--- src/rtl/rv2t_instruction_fetch_pkg.sv ---
// rtl/rv2t_instruction_fetch_pkg.sv - shared widths, FSM encoding and PC helpers for instruction fetch
//
// Purpose: common definitions for the fetch unit and its memory interface.
//   XLEN          instruction word width
//   PC_BITWIDTH   program counter / address width
//   PC_INCREMENT  sequential fetch stride
//   fetch_state_t fetch FSM state encoding
//   word_align    clears the byte-offset bits of an address

package rv2t_instruction_fetch_pkg;

    localparam int XLEN        = 32;
    localparam int PC_BITWIDTH = 32;

    localparam logic [PC_BITWIDTH-1:0] PC_INCREMENT = PC_BITWIDTH'(4);

    typedef enum logic [1:0] {
        ST_IDLE = 2'd0,
        ST_REQ  = 2'd1,
        ST_WAIT = 2'd2,
        ST_HOLD = 2'd3
    } fetch_state_t;

    function automatic logic [PC_BITWIDTH-1:0] word_align(input logic [PC_BITWIDTH-1:0] addr);
        return {addr[PC_BITWIDTH-1:2], 2'b00};
    endfunction

endpackage

--- src/rtl/rv2t_instruction_fetch_if.sv ---
// rtl/rv2t_instruction_fetch_if.sv - instruction memory read port between fetch unit and memory
//
// Purpose: groups the instruction-memory read handshake.
//   mem_read_en    request, one cycle per read (fetch -> memory)
//   mem_read_addr  read address                (fetch -> memory)
//   mem_read_ack   read data valid this cycle  (memory -> fetch)
//   mem_read_data  instruction word            (memory -> fetch)
// Modports: master = fetch unit, slave = instruction memory.

interface rv2t_instruction_fetch_if;
    import rv2t_instruction_fetch_pkg::*;

    logic                   mem_read_en;
    logic [PC_BITWIDTH-1:0] mem_read_addr;
    logic                   mem_read_ack;
    logic [XLEN-1:0]        mem_read_data;

    modport master (
        output mem_read_en,
        output mem_read_addr,
        input  mem_read_ack,
        input  mem_read_data
    );

    modport slave (
        input  mem_read_en,
        input  mem_read_addr,
        output mem_read_ack,
        output mem_read_data
    );

endinterface

--- src/rtl/rv2t_instruction_fetch.sv ---
// rtl/rv2t_instruction_fetch.sv - single-request instruction fetch FSM with jump redirect and discard
//
// Purpose: fetches one instruction at a time from instruction memory and
// hands it to decode; supports sequential advance, jump redirect (including
// redirect while a read is outstanding) and synchronous/asynchronous reset.
//
// Ports:
//   clk, reset_n (async, active-low), sync_reset (sync, active-high)
//   start / start_addr          begin fetching at start_addr (IDLE only)
//   fetch_enable                advance to PC + 4 from HOLD
//   jump_active / jump_addr     redirect pulse from execute
//   mem                         instruction memory read port (master)
//   enable_out, IR_out, PC_out  one-cycle delivery to decode
//   exception_instr_misaligned, exception_PC  misaligned-PC report
//
// Build option: RV2T_FETCH_MISALIGN_CHECK_EN enables the misaligned-PC
// exception; without it the read address is word-aligned and the exception
// outputs are tied low.

module rv2t_instruction_fetch
    import rv2t_instruction_fetch_pkg::*;
(
    input  logic                    clk,
    input  logic                    reset_n,
    input  logic                    sync_reset,
    input  logic                    start,
    input  logic [PC_BITWIDTH-1:0]  start_addr,
    input  logic                    fetch_enable,
    input  logic                    jump_active,
    input  logic [PC_BITWIDTH-1:0]  jump_addr,
    rv2t_instruction_fetch_if.master mem,
    output logic                    enable_out,
    output logic [XLEN-1:0]         IR_out,
    output logic [PC_BITWIDTH-1:0]  PC_out,
    output logic                    exception_instr_misaligned,
    output logic [PC_BITWIDTH-1:0]  exception_PC
);

    fetch_state_t           state_q, state_d;
    logic [PC_BITWIDTH-1:0] pc_q, pc_d;
    logic [PC_BITWIDTH-1:0] target_q, target_d;
    logic                   discard_q, discard_d;
    logic [XLEN-1:0]        ir_d;
    logic [PC_BITWIDTH-1:0] pc_out_d;
    logic                   enable_d;
    logic                   mem_en;
    logic                   misaligned;

`ifdef RV2T_FETCH_MISALIGN_CHECK_EN
    assign misaligned        = (pc_q[1:0] != 2'b00);
    assign mem.mem_read_addr = pc_q;
`else
    assign misaligned        = 1'b0;
    assign mem.mem_read_addr = word_align(pc_q);
`endif

    assign mem.mem_read_en = mem_en;

    always_comb begin
        state_d   = state_q;
        pc_d      = pc_q;
        target_d  = target_q;
        discard_d = discard_q;
        ir_d      = IR_out;
        pc_out_d  = PC_out;
        enable_d  = 1'b0;
        mem_en    = 1'b0;

        unique case (state_q)
            ST_IDLE: begin
                if (start) begin
                    pc_d    = start_addr;
                    state_d = ST_REQ;
                end
            end

            ST_REQ: begin
                if (misaligned) begin
                    // No request goes out, so there is nothing to discard later.
                    state_d = ST_IDLE;
                end else begin
                    mem_en  = 1'b1;
                    state_d = ST_WAIT;
                    if (jump_active) begin
                        target_d  = jump_addr;
                        discard_d = 1'b1;
                    end
                end
            end

            ST_WAIT: begin
                if (mem.mem_read_ack) begin
                    discard_d = 1'b0;
                    if (jump_active) begin
                        // Redirect arriving with the ack: the ack is the stale read.
                        pc_d    = jump_addr;
                        state_d = ST_REQ;
                    end else if (discard_q) begin
                        pc_d    = target_q;
                        state_d = ST_REQ;
                    end else begin
                        ir_d     = mem.mem_read_data;
                        pc_out_d = pc_q;
                        enable_d = 1'b1;
                        state_d  = ST_HOLD;
                    end
                end else if (jump_active) begin
                    // Later jumps overwrite the pending target.
                    target_d  = jump_addr;
                    discard_d = 1'b1;
                end
            end

            ST_HOLD: begin
                if (jump_active) begin
                    pc_d    = jump_addr;
                    state_d = ST_REQ;
                end else if (fetch_enable) begin
                    pc_d    = pc_q + PC_INCREMENT;
                    state_d = ST_REQ;
                end
            end

            default: begin
                state_d = ST_IDLE;
            end
        endcase
    end

    always_ff @(posedge clk or negedge reset_n) begin
        if (!reset_n) begin
            state_q    <= ST_IDLE;
            pc_q       <= '0;
            target_q   <= '0;
            discard_q  <= 1'b0;
            IR_out     <= '0;
            PC_out     <= '0;
            enable_out <= 1'b0;
        end else if (sync_reset) begin
            state_q    <= ST_IDLE;
            pc_q       <= '0;
            target_q   <= '0;
            discard_q  <= 1'b0;
            IR_out     <= '0;
            PC_out     <= '0;
            enable_out <= 1'b0;
        end else begin
            state_q    <= state_d;
            pc_q       <= pc_d;
            target_q   <= target_d;
            discard_q  <= discard_d;
            IR_out     <= ir_d;
            PC_out     <= pc_out_d;
            enable_out <= enable_d;
        end
    end

`ifdef RV2T_FETCH_MISALIGN_CHECK_EN
    always_ff @(posedge clk or negedge reset_n) begin
        if (!reset_n) begin
            exception_instr_misaligned <= 1'b0;
            exception_PC               <= '0;
        end else if (sync_reset) begin
            exception_instr_misaligned <= 1'b0;
            exception_PC               <= '0;
        end else begin
            // REQ is left immediately on a misaligned PC, so this is a single pulse.
            exception_instr_misaligned <= (state_q == ST_REQ) && misaligned;
            if ((state_q == ST_REQ) && misaligned) begin
                exception_PC <= pc_q;
            end
        end
    end
`else
    assign exception_instr_misaligned = 1'b0;
    assign exception_PC               = '0;
`endif

endmodule
--- src/flat_wrapper.sv ---
// flat-port wrapper written by rule: the top's interface ports become plain ports
module rv2t_instruction_fetch_flat import rv2t_instruction_fetch_pkg::*;
  (clk, reset_n, sync_reset, start, start_addr, fetch_enable, jump_active, jump_addr, enable_out, IR_out, PC_out, exception_instr_misaligned, exception_PC, mem_mem_read_en, mem_mem_read_addr, mem_mem_read_ack, mem_mem_read_data);
  rv2t_instruction_fetch_if mem_i ();
  input  logic clk;
  input  logic reset_n;
  input  logic sync_reset;
  input  logic start;
  input  logic [PC_BITWIDTH-1:0] start_addr;
  input  logic fetch_enable;
  input  logic jump_active;
  input  logic [PC_BITWIDTH-1:0] jump_addr;
  output logic enable_out;
  output logic [XLEN-1:0] IR_out;
  output logic [PC_BITWIDTH-1:0] PC_out;
  output logic exception_instr_misaligned;
  output logic [PC_BITWIDTH-1:0] exception_PC;
  output wire logic [$bits(mem_i.mem_read_en)-1:0] mem_mem_read_en;
  output wire logic [$bits(mem_i.mem_read_addr)-1:0] mem_mem_read_addr;
  input wire logic [$bits(mem_i.mem_read_ack)-1:0] mem_mem_read_ack;
  input wire logic [$bits(mem_i.mem_read_data)-1:0] mem_mem_read_data;
  assign mem_mem_read_en = mem_i.mem_read_en;
  assign mem_mem_read_addr = mem_i.mem_read_addr;
  assign mem_i.mem_read_ack = mem_mem_read_ack;
  assign mem_i.mem_read_data = mem_mem_read_data;
  rv2t_instruction_fetch u_core (.clk(clk), .reset_n(reset_n), .sync_reset(sync_reset), .start(start), .start_addr(start_addr), .fetch_enable(fetch_enable), .jump_active(jump_active), .jump_addr(jump_addr), .mem(mem_i), .enable_out(enable_out), .IR_out(IR_out), .PC_out(PC_out), .exception_instr_misaligned(exception_instr_misaligned), .exception_PC(exception_PC));
endmodule
--- config.mk ---
export PLATFORM = sky130hd
export DESIGN_NAME = rv2t_instruction_fetch_flat
export DESIGN_NICKNAME = d
export VERILOG_FILES = /design/src/rtl/rv2t_instruction_fetch_pkg.sv /design/src/rtl/rv2t_instruction_fetch_if.sv /design/src/rtl/rv2t_instruction_fetch.sv /design/src/flat_wrapper.sv
export SDC_FILE = /design/constraint.sdc
export NUM_CORES = 1
export LEC_CHECK = 0
export ABC_AREA = 1
export BUFFER_PORTS_ARGS = -buffer_cell sky130_fd_sc_hd__buf_2
export CAP_MARGIN = 20
export CORE_AREA = 2 2 121 123
export DETAILED_ROUTE_END_ITERATION = 8
export DIE_AREA = 0 0 123 125
export HOLD_SLACK_MARGIN = 0.08
export PLACE_DENSITY = 0.94
export SLEW_MARGIN = 20
export SYNTH_ARGS = -nofsm -noshare
export SYNTH_HDL_FRONTEND = slang
export SYNTH_SLANG_ARGS = --single-unit
export TNS_END_PERCENT = 50
--- constraint.sdc ---
create_clock -name clk -period 3.3 [get_ports clk]
set_input_delay 0.495 -clock clk [delete_from_list [all_inputs] [get_ports clk]]
set_output_delay 0.495 -clock clk [all_outputs]
set_load 0.02 [all_outputs]
; ---- Word-level counts from Yosys, hierarchy flattened
; Cells that the tools add are included.
[totals]
latch_bits = 0
ff_bits = 132
romBits = 0
memories = 0
elab_cells = 67
ram_bits = 0
output_inout_bits = 131
[classes]
n_reduce_logical = 9
n_mul = 0
add_sub_neg = 1
shift = 0
eq_ne = 10
n_div = 0
n_mux = 40
bitwise = 0
n_lt_le_gt_ge = 0
[op_table]
columns = cell, count
row1 = 32-bit two-way mux, 20
row2 = 32-bit one-hot mux with 3 select lines, 1
row3 = 32-bit one-hot mux with 2 select lines, 1
row4 = "32-bit by 3-bit adder with 32-bit output, second input constant", 1
row5 = 2-bit two-way mux, 7
row6 = 1-bit two-way mux, 9
row7 = "3-bit inequality test, second input constant", 3
row8 = 2-bit one-hot mux with 4 select lines, 1
row9 = 5-bit AND reduction, 1
row10 = "2-bit == test, second input constant", 2
row11 = "2-bit inequality test, second input constant", 2
row12 = "4-bit by 3-bit inequality test with 1-bit output, second input constant", 1
row13 = "4-bit inequality test, second input constant", 1
row14 = 4-bit AND reduction, 1
row15 = 2-bit nonzero test, 2
row16 = 4-bit nonzero test, 1
row17 = 3-bit AND reduction, 1
row18 = 3-bit nonzero test, 1
row19 = "2-bit by 1-bit == test with 1-bit output, second input constant", 1
row20 = 2-bit zero test, 1
row21 = 1-bit one-hot mux with 2 select lines, 1
row22 = 2-bit AND reduction, 1

; ---- Depth between registers and ports, before layout
[depth]
word_depth = 5
depth_mapped = 13

; ---- Worst setup path before layout
; OpenSTA, ideal clock, no wires.
[synth_path]
kind = reg2reg
start = register u_core.state_q[0]
end = register u_core.pc_q[20]
slack_ns = 1.505
period_less_slack_ns = 1.795
path_stages_with_launch = 14
arrival_ns = 1.678
n_path_buf = 3
required_time_ns = 3.184
setup_ns = 0.116
cell_sequence = dfrtp_1 -> inv_1 -> ha_1 -> buf_2 -> nor2_1 -> inv_1 -> o21ai_1 -> inv_2 -> o21ai_4 -> nor2_2 -> buf_6 -> buf_6 -> nand2_1 -> nand2_1
[synth_between]
elab_chain_len = 3
word_cells_on_any_way = 11
classes_between = eq/ne: 6 / mux: 2 / reduce/logical: 3
[synth_rtl]
columns = element, line_no
row1 = "start, declared", rv2t_instruction_fetch.sv:39  ; fetch_state_t state_q, state_d;
row2 = "start signal, assigned", rv2t_instruction_fetch.sv:148  ; state_q <= state_d;
row3 = 2-bit == test / 2-bit zero test (equally long branches), rv2t_instruction_fetch.sv:69  ; unique case (state_q)
row4 = 4-bit by 3-bit inequality test with 1-bit output (no source line) (tied with other cells), n/a
row5 = 5-bit AND reduction (no source line) / 32-bit two-way mux (equally long branches), n/a
row6 = "end signal, assigned", rv2t_instruction_fetch.sv:149  ; pc_q <= pc_d;
row7 = "end, declared", rv2t_instruction_fetch.sv:40  ; logic [PC_BITWIDTH-1:0] pc_q, pc_d;
; Parallel ways exist; a longest one is shown, timed or not.
; A chain may end at the register's enable or synchronous reset.

; ---- Worst setup path after layout
[layout_path]
start = register u_core.state_q[0]
end = register u_core.pc_q[23]
; The elaborated chain is that of the path after synthesis.

==> impl_metrics.env <==
export IMPL_wire_per_inst_um=16.0
export IMPL_drt_pass1_iterations=7
export IMPL_multi_input_area_um2=3420
export IMPL_path_common_cell="nand2_1"
export IMPL_io_buffers=198
export IMPL_core_area_um2=14200
export IMPL_arrival_ps=2840
export IMPL_floorplan_initialDensity_pct=53.2
export IMPL_p_seq_share_pct=39.6
export IMPL_ys_flop_type="dfrtp_1"
export IMPL_pwr_share_comb_pct=21.1
export IMPL_ys_seq_area_share_pct=43.7
export IMPL_status="completed"
export IMPL_io_pins=234
export IMPL_rsz0062_at_grt="false"
export IMPL_antenna_found_initial=0
export IMPL_place_gp_congestion=0.863
export IMPL_p_leak_nw=4.80
export IMPL_grt_first_pass_wirelength_mm=34.2
export IMPL_fp_dieW_um=123
export IMPL_regArea_um2=3300
export IMPL_die_area_um2=15400
export IMPL_drive_gt1_share_pct=21.7
export IMPL_ys_types=34
export IMPL_grt_max_degree=88
export IMPL_route_detailed_drc=0
export IMPL_yosysWarnings=0
export IMPL_cts_buffer_depth=2
export IMPL_clock_sinks=132
export IMPL_net_switching_power_mw=1.68
export IMPL_synth_enable_flop_cells=0
export IMPL_synth_top_area_share_pct=43.7
export IMPL_synth_area_leader_cell="dfrtp_1"
export IMPL_grt_overflow_total=0
export IMPL_cts_inserted_buffers=17
export IMPL_path_class="register to register"
export IMPL_synth_seq_cells=132
export IMPL_ir_drop_v=0.000362
export IMPL_avgViaCountPerCell=5.54
export IMPL_grt_pass1_vias=7010
export IMPL_ctsRootBufferMaster="clkbuf_16"
export IMPL_dp_cells=1341
export IMPL_clock_fmax_mhz=393
export IMPL_cpPeakStageDelay_ps=660
export IMPL_finalNonFillerCells=1373
export IMPL_diodes=0
export IMPL_setup_viol=0
export IMPL_drv_cap=0
export IMPL_swShare_pct=33.4
export IMPL_final_area_um2=8920
export IMPL_cp_slowest_cell="ha_1"
export IMPL_final_period_utilization_pct=77.1
export IMPL_syn_inst=1031
export IMPL_clock_latency_ps=420
export IMPL_n_fill_cell=1223
export IMPL_ys_async_sr_fraction_pct=100
export IMPL_die_y_um=125
export IMPL_hpwl_mm=15.4
export IMPL_crit_chain="inv_1 > ha_1 > nor2_2 > buf_4 > nand2_1 > o21ai_0 > a31oi_1 > nand2_1 > nand2_1 > nand2_1"
export IMPL_worstPathMaxFanout=37
export IMPL_drt_initial_drc_count=799
export IMPL_drt_total_wl_mm=21.9
export IMPL_hold_violations=0
export IMPL_cts_setup_buffers=0
export IMPL_placed_area_um2=8290
export IMPL_start_kind="register"
export IMPL_synth_area_top_cells="dfrtp_1 (44%), nand2_1 (18%), nand3_1 (7.6%)"
export IMPL_maxSlewHeadroom_pct=38.1
export IMPL_powerDensity_nw_per_um2=566
export IMPL_slew_viol_final=0
export IMPL_drtAntennaViolNets=0
export IMPL_area_delta_synth_final_pct=18.1
export IMPL_cts_resized=0
export IMPL_nNetsFinal=1284
export IMPL_rows=44
export IMPL_num_vias=7608
export IMPL_pwr_share_clk_pct=39.3
export IMPL_endpoint_kind="register"
export IMPL_hp_class="input port to async pin"
export IMPL_setup_tns_final_ps=0
export IMPL_htreeDepth=4
export IMPL_skew_ps=8.97
export IMPL_tightestPinTransition_ps=928
export IMPL_track_usage_pct=28.4
export IMPL_synth_avg_cell_area_um2=7.33
export IMPL_fin_crit_ps=2540
export IMPL_syn_area_um2=7550
export IMPL_clkSlewWorstSetupHoldPaths_ps=60
export IMPL_ctsHoldBuffers=0
export IMPL_cts_tree="done"
export IMPL_cp_required_ps=3600
export IMPL_p_int_mw=3.36
-- synth_stat cells, types with 14 or more instances --
cell,number
nand2_1,353
dfrtp_1,132
nand3_1,114
o21ai_0,74
nor2_1,72
buf_4,66
inv_1,59
clkbuf_1,27
buf_2,18
o31ai_1,16
a211oi_1,14
a21oi_1,14
-- layer usage --
layer / track usage (%) / wire length [um] / vias to the layer above
met5: 0 / 0 / -
met4: 13.8 / 879 / 0
met3: 6.89 / 2290 / 83
met2: 45.5 / 10200 / 483
met1: 35.9 / 8560 / 3488
li1: - / - / 3554
-- cells by family (layout without fill, tap and decap cells) --
group	count (synthesis)	after routing	share of synthesized area [%]
buffers and inverters	184	308	12.9
AO/OA/AOI/OAI	155	155	12.4
flip-flops	132	132	43.7
other	1	35	0.0497
XOR/XNOR	1	1	0.116
AND/OR/NAND/NOR	553	553	30.0
adder cells (fa/ha/maj)	5	5	0.828
-- critical path: cells and delay by family, from the launching register on --
family	cells	cell delay (ps)
buffers and inverters	2	400
adder cells (fa/ha/maj)	1	660
flip-flops	1	400
AO/OA/AOI/OAI	2	520
AND/OR/NAND/NOR	5	440
-- path summary, 6_finish.rpt --
| kind | from | endpoint | slack (ps) | cells after the start |
|---|---|---|---|---|
| hold / removal | reset_n | u_core.target_q[3]$_DFFE_PN0P_ | 110 | 1 |
| min in group clk | mem_mem_read_data[8] | u_core.IR_out[8]$_DFFE_PN0P_ | 270 | 3 |
| setup reg to reg | u_core.state_q[0]$_DFFE_PN0P_ | u_core.pc_q[23]$_DFFE_PN0P_ | 760 | 10 |
| setup / recovery | u_core.state_q[0]$_DFFE_PN0P_ | u_core.pc_q[23]$_DFFE_PN0P_ | 760 | 10 |
| max in group asynchronous | reset_n | u_core.IR_out[7]$_DFFE_PN0P_ | 2420 | 2 |
| hold reg to reg | u_core.target_q[30]$_DFFE_PN0P_ | u_core.target_q[30]$_DFFE_PN0P_ | 480 | 2 |
-- flip-flops by register name, summed over array words and instances (netlist names) --
name               flops
u_core.state_q         2
u_core.enable_out      1
u_core.IR_out         32
u_core.PC_out         32
u_core.discard_q       1
u_core.pc_q           32
u_core.target_q       32
-- stage by stage --
| stage | setup WS [ps] | util (%) | hold WS (ps) | power (mW) |
|---|---|---|---|---|
| after global placement | 693 | 58.3 | 462 | 3.02 |
| after global routing | 613 | 62.8 | 166 | 5.26 |
| final | 757 | 62.8 | 109 | 5.05 |
| after CTS | 560 | 62.8 | 131 | 5.04 |
| after detailed placement | 551 | 58.3 | 467 | 3.06 |
| after floorplan | 1510 | - | 199 | 2.79 |
-- cell type report --
cell class              instances  share of cell area (%)
repair buffers                211                    12.3
well taps                     184                    2.58
inverters                      65                    2.73
flip-flops and latches        132                    37.0
clock buffers                  21                    5.39
multi-input cells             749                    38.3
clock inverters                11                    1.68
-- cells in the final DEF (no fill, tap or decap), types with 2 or more instances in the layout --
cell,synthesis,routed
a211oi_1,14,14
a21boi_0,9,9
a21oi_1,14,14
a221oi_1,5,5
a31oi_1,2,2
buf_2,18,197
buf_4,66,13
bufinv_16,0,3
clkbuf_16,0,17
clkbuf_8,0,4
clkinv_2,0,2
clkinv_4,0,4
clkinvlp_4,0,2
conb_1,1,35
dfrtp_1,132,132
ha_1,5,5
inv_1,59,59
inv_2,6,6
nand2_1,353,353
nand3_1,114,113
nand4_1,6,6
nor2_1,72,71
nor2_2,3,2
nor2_4,2,4
nor3_1,2,2
o2111ai_1,3,3
o211ai_1,3,3
o21ai_0,74,74
o21ai_1,10,10
o31ai_1,16,16
-- power groups by stage --
stage,combinational [mW],clock (mW),sequential [mW]
floorplan,0.852,0,1.94
global placement,1.01,0,2.01
detailed placement,1.04,0,2.02
CTS,1.06,2.00,1.99
global route,1.17,2.07,2.02
finish,1.07,1.98,2.00
No activity file was read; power rests on OpenSTA's default activity.
